--- config.mk ---
export PLATFORM = sky130hd
export DESIGN_NAME = secuenciador_estado
export DESIGN_NICKNAME = d
export VERILOG_FILES = /design/src/rtl/secuenciador_estado.sv
export SDC_FILE = /design/constraint.sdc
export NUM_CORES = 1
export LEC_CHECK = 0
export ABC_CLOCK_PERIOD_IN_PS = 6050
export CAP_MARGIN = 5
export CELL_PAD_IN_SITES_DETAIL_PLACEMENT = 1
export CELL_PAD_IN_SITES_GLOBAL_PLACEMENT = 1
export CORE_ASPECT_RATIO = 1.1
export CORE_UTILIZATION = 47
export CTS_BUF_LIST = sky130_fd_sc_hd__clkbuf_8
export CTS_CLUSTER_SIZE = 16
export DETAILED_ROUTE_END_ITERATION = 6
export MAX_ROUTING_LAYER = met4
export PLACE_DENSITY = 0.82
export SLEW_MARGIN = 20
export SYNTH_ARGS = -nofsm -noshare
export SYNTH_HDL_FRONTEND = slang
export SYNTH_SLANG_ARGS = --single-unit
--- constraint.sdc ---
create_clock -name clk -period 6.05 [get_ports clk]
set_input_delay 1.815 -clock clk [delete_from_list [all_inputs] [get_ports clk]]
set_output_delay 1.815 -clock clk [all_outputs]
set_load 0.01 [all_outputs]
--- src/rtl/secuenciador_estado.sv ---
// secuenciador_estado: coin-credit counter and step sequencer
// feeding the downstream step decoder; all outputs registered.
module secuenciador_estado #(
  parameter int NUM_ESTADOS = 6,
  parameter int CREDITO_MAX = 15,
  parameter int TIMEOUT_CYC = 1000
) (
  input  logic       clk,
  input  logic       rst,
  input  logic       moneda,
  input  logic       boton,
  output logic [2:0] estado,
  output logic       avance,
  output logic       credito,
  output logic [3:0] creditos,
  output logic       fin
);

  localparam int TW =
    (TIMEOUT_CYC > 1) ? $clog2(TIMEOUT_CYC) : 1;
  localparam logic [TW-1:0] TLIM =
    (TIMEOUT_CYC > 0) ? TW'(TIMEOUT_CYC - 1) : '0;
  localparam logic TO_EN = (TIMEOUT_CYC != 0);
  localparam logic [2:0] ULT = 3'(NUM_ESTADOS - 1);
  localparam logic [3:0] CMAX = 4'(CREDITO_MAX);

  typedef enum logic [1:0] {
    IDLE  = 2'b00,
    ARMED = 2'b01,
    RUN   = 2'b10
  } fsm_t;

  fsm_t          fsm, fsm_n;
  logic [2:0]    msync, bsync;
  logic          mp, bp;
  logic [TW-1:0] tcnt, tcnt_n;
  logic [2:0]    estado_n;
  logic [3:0]    creditos_n;
  logic          fin_n;
  logic          hecho;
  logic          tmo;

  // two-flop synchronisers plus a third flop for edge detection
  always_ff @(posedge clk) begin
    if (rst) begin
      msync <= '0;
      bsync <= '0;
    end else begin
      msync <= {msync[1:0], moneda};
      bsync <= {bsync[1:0], boton};
    end
  end

  assign mp  = msync[1] & ~msync[2];
  assign bp  = bsync[1] & ~bsync[2];
  assign tmo = TO_EN && (tcnt == TLIM);

  // next state, step index, idle timer and credit balance
  always_comb begin
    fsm_n      = fsm;
    estado_n   = estado;
    tcnt_n     = tcnt;
    creditos_n = creditos;
    fin_n      = 1'b0;
    hecho      = 1'b0;
    unique case (fsm)
      IDLE: begin
        estado_n = '0;
        tcnt_n   = '0;
        if (creditos != '0)
          fsm_n = ARMED;
      end
      ARMED: begin
        estado_n = '0;
        tcnt_n   = '0;
        if (creditos == '0)
          fsm_n = IDLE;
        else if (bp)
          fsm_n = RUN;
      end
      RUN: begin
        if (bp || tmo) begin
          if (estado >= ULT) begin
            hecho = 1'b1;
          end else begin
            estado_n = estado + 3'd1;
            tcnt_n   = '0;
          end
        end else if (tcnt != '1) begin
          tcnt_n = tcnt + TW'(1);
        end
      end
      default: begin
        fsm_n    = IDLE;
        estado_n = '0;
        tcnt_n   = '0;
      end
    endcase

    // a coin and a completion in the same cycle cancel out
    if (mp && !hecho) begin
      if (creditos < CMAX)
        creditos_n = creditos + 4'd1;
    end else if (hecho && !mp) begin
      if (creditos != '0)
        creditos_n = creditos - 4'd1;
    end

    if (hecho) begin
      fin_n    = 1'b1;
      estado_n = '0;
      tcnt_n   = '0;
      fsm_n    = (creditos_n != '0) ? ARMED : IDLE;
    end
  end

  // state and registered outputs
  always_ff @(posedge clk) begin
    if (rst) begin
      fsm      <= IDLE;
      estado   <= '0;
      avance   <= 1'b0;
      credito  <= 1'b0;
      creditos <= '0;
      fin      <= 1'b0;
      tcnt     <= '0;
    end else begin
      fsm      <= fsm_n;
      estado   <= estado_n;
      avance   <= (fsm_n == RUN);
      credito  <= (creditos_n != '0);
      creditos <= creditos_n;
      fin      <= fin_n;
      tcnt     <= tcnt_n;
    end
  end

endmodule

==> qor.txt <==
Status: complete, no violations
Most common cell after layout, fill and taps aside: dfxtp_1
Via density per instance: 5.613
Critical path endpoint: creditos[2]
Mapped Area: 0.001378 sq mm
Cts hold-fix bufs: 0
GRT Total Usage: 0.2156
CP max stage cell: clkdlybuf4s50_1
Min Tclk post-route: 3.171 ns
Top delay family on crit path: buffers and inverters
Synthesis-stage register bit count: 28
GPL Wtd Cong: 0.7532
Clock transition at path regs: 0.09 ns
Syn_nets: 166
R2R Setup Slk: 3.66 ns
Grt ovf: 0
Crit. End Element: primary output
Wire per inst: 14.65 um
# IOs: 14
Initial core utilization: 0.4959
# DRC: 0
Hold Slack: 0.4507 ns
Placeable Area: 0.002778 sq mm
Worst path max stage delay: 0.60 ns
CTS tree: built
Cells on worst reg2reg path: 6
Worst Path Required: 4.24 ns
Worst vdd ir: 214.7 uV
Critical Path Stages: 1
RR Startpoint: bsync[1]
Crit Path Class: flop to primary output
Yosys top cell area share: 0.4069
Inserted Diodes: 0
Hpwl dp: 2261 um
Drt initial violations: 16
Register area: 560.5 sq um
Placed inst area: 0.001534 sq mm
Layout cells sized above 1: 0.07018
# setup viols final: 0
R2r endpoint: tcnt[9]
Hold WC Path Type: flop to flop
Root buffer selected by CTS: clkbuf_8
Drt total wl: 2988 um
Avg Cell Area, Syn: 8.774 sq um
CP cell instances: clkdlybuf4s50_1
Sequential share of the synthesized area: 0.4069
Pleak: 0.6008 nW
Tcrit/Tclk final: 0.5242
Max_slew headroom: 0.4694
DRT Pass-1 Iters: 4
Top cells by area, synth: dfxtp_1, nor2_1, nor2b_1, ha_1, a21oi_1
Fin util: 0.5779
H-tree Lvls: 1
Initial antenna violation count: 0
Dominant cell type by area after synthesis: dfxtp_1
Post-route ant nets: 0
Num CTS Buffers: 3
# port buffers: 13
CP startpoint: creditos[2]
Setup TNS: 0 ns
WP data arrival: 1.36 ns
Fmax: 315.3 MHz
Multi-input gate area: 783.3 sq um
Yosys warns: 0
Largest net degree at the start of global routing: 17
Critical-path maximum fanout: 9
CTS Sinks: 28
Design Area, Final: 0.001605 sq mm
Max-slew violation count: 0
CTS Buffer Depth: 2
Num rows: 20
DIE WIDTH: 53.62 um
First-pass GRT wire length: 4795 um
Cts repair resizes: 0
Unique masters post-synth: 38
Worst-margin pin slew: 0.7943 ns
Vias in the first global route: 1107
Synth-to-layout area growth: 16.53%
Fin nets: 181
Via Count: 1145
Startpoint type of the worst setup path: flop
Power Density: 220.3 mW/mm^2
Clock skew: 0.004849 ns
Worst-Skew Late Latency: 0.28 ns
Worst path bufs/invs: 1
Total die area: 0.003152 sq mm
Max_cap viols: 0
Setup repair after global routing missed its margin: no
Hold Fails Final Rpt: 0
Most frequent cells in the layout: dfxtp_1, nor2_1, nand2_1, clkdlybuf4s50_1, nor2b_1
Post-CTS setup repair buffer count: 0
Die Span Y: 58.78 um
Fill count: 336
Synth Instances: 157
[final cells by class]
class	count	share of cell area
flip-flops and latches	28	0.3492
inverters	5	0.01169
clock inverters	1	0.01871
multi-input cells	121	0.4879
repair buffers	13	0.08106
well taps	33	0.02572
clock buffers	3	0.02572
[layer usage]
metal,track usage,vias to the layer above,share of wire
li1,-,579,-
met1,0.2373,549,0.45
met2,0.3839,12,0.52
met3,0.02326,5,0.016
met4,0.09023,0,0.016
met5,-,-,0
[worst register-to-register path, stage by stage, from the launching register on]
cell	delay, ns
dfxtp_1	0.33
nor2b_1	0.64
o22ai_1	0.23
a22oi_4	0.33
nand4_2	0.25
or3_1	0.41
a21oi_1	0.13
[metrics by stage]
step           worst slack [ns]  total power, W  instances
2_1_floorplan             3.722       0.0002047        157
3_3_place_gp              2.801       0.0002108        200
3_5_place_dp              2.735       0.0002117        200
4_1_cts                   2.873       0.0003586        204
5_1_grt                   2.816       0.0003673        204
6_report                  2.879       0.0003536        204
[worst min path at each step]
| stage | from | endpoint | slack (ns) | cells after the start |
|---|---|---|---|---|
| floorplan | bsync[0] | bsync[1] | 0.41 | 1 |
| global route | bsync[0] | bsync[1] | 0.46 | 1 |
| global placement | bsync[0] | bsync[1] | 0.42 | 1 |
| finish | bsync[0] | bsync[1] | 0.45 | 1 |
| detailed placement | bsync[0] | bsync[1] | 0.44 | 1 |
| CTS | bsync[0] | bsync[1] | 0.46 | 1 |
[state kept, by name, summed over array words and instances (netlist names)]
| register | cells |
|---|---|
| credito | 1 |
| msync | 3 |
| tcnt | 10 |
| fin | 1 |
| avance | 1 |
| fsm | 2 |
| estado | 3 |
| creditos | 4 |
| bsync | 3 |
[logic make-up after synthesis]
logic type               share of synthesized area
multiplexers                               0.02997
buffers and inverters                      0.02453
flip-flops                                  0.4069
adder cells (fa/ha/maj)                    0.04541
AND/OR/NAND/NOR                             0.2934
AO/OA/AOI/OAI                               0.1553
XOR/XNOR                                   0.04451
[synthesized netlist by cell type (all sizes together)]
master,n
o22ai,1
xnor2,2
xor2,5
a32o,1
nand3,7
nand3b,1
a211o,1
nor2,22
nand2b,4
nor3b,1
and3,1
nand4,6
mux2i,3
a32oi,1
nand2,13
a22oi,2
o221a,2
o21ai,5
a31oi,3
ha,5
clkbuf,2
a211oi,1
buf,1
dfxtp,28
mux2,1
nor3,7
or3,3
inv,5
o21a,1
or2,1
a21oi,10
nor2b,11
[where the power goes]
group / switching [W] / leakage (nW) / internal (W)
Clock: 0.0000575 / 0.0357 / 0.0000886
Combinational: 0.0000106 / 0.338 / 0.00000847
Sequential: 0.00000162 / 0.227 / 0.000187
Total: 0.0000697 / 0.601 / 0.000284
Note: power is estimated with default switching activity, not from simulation.
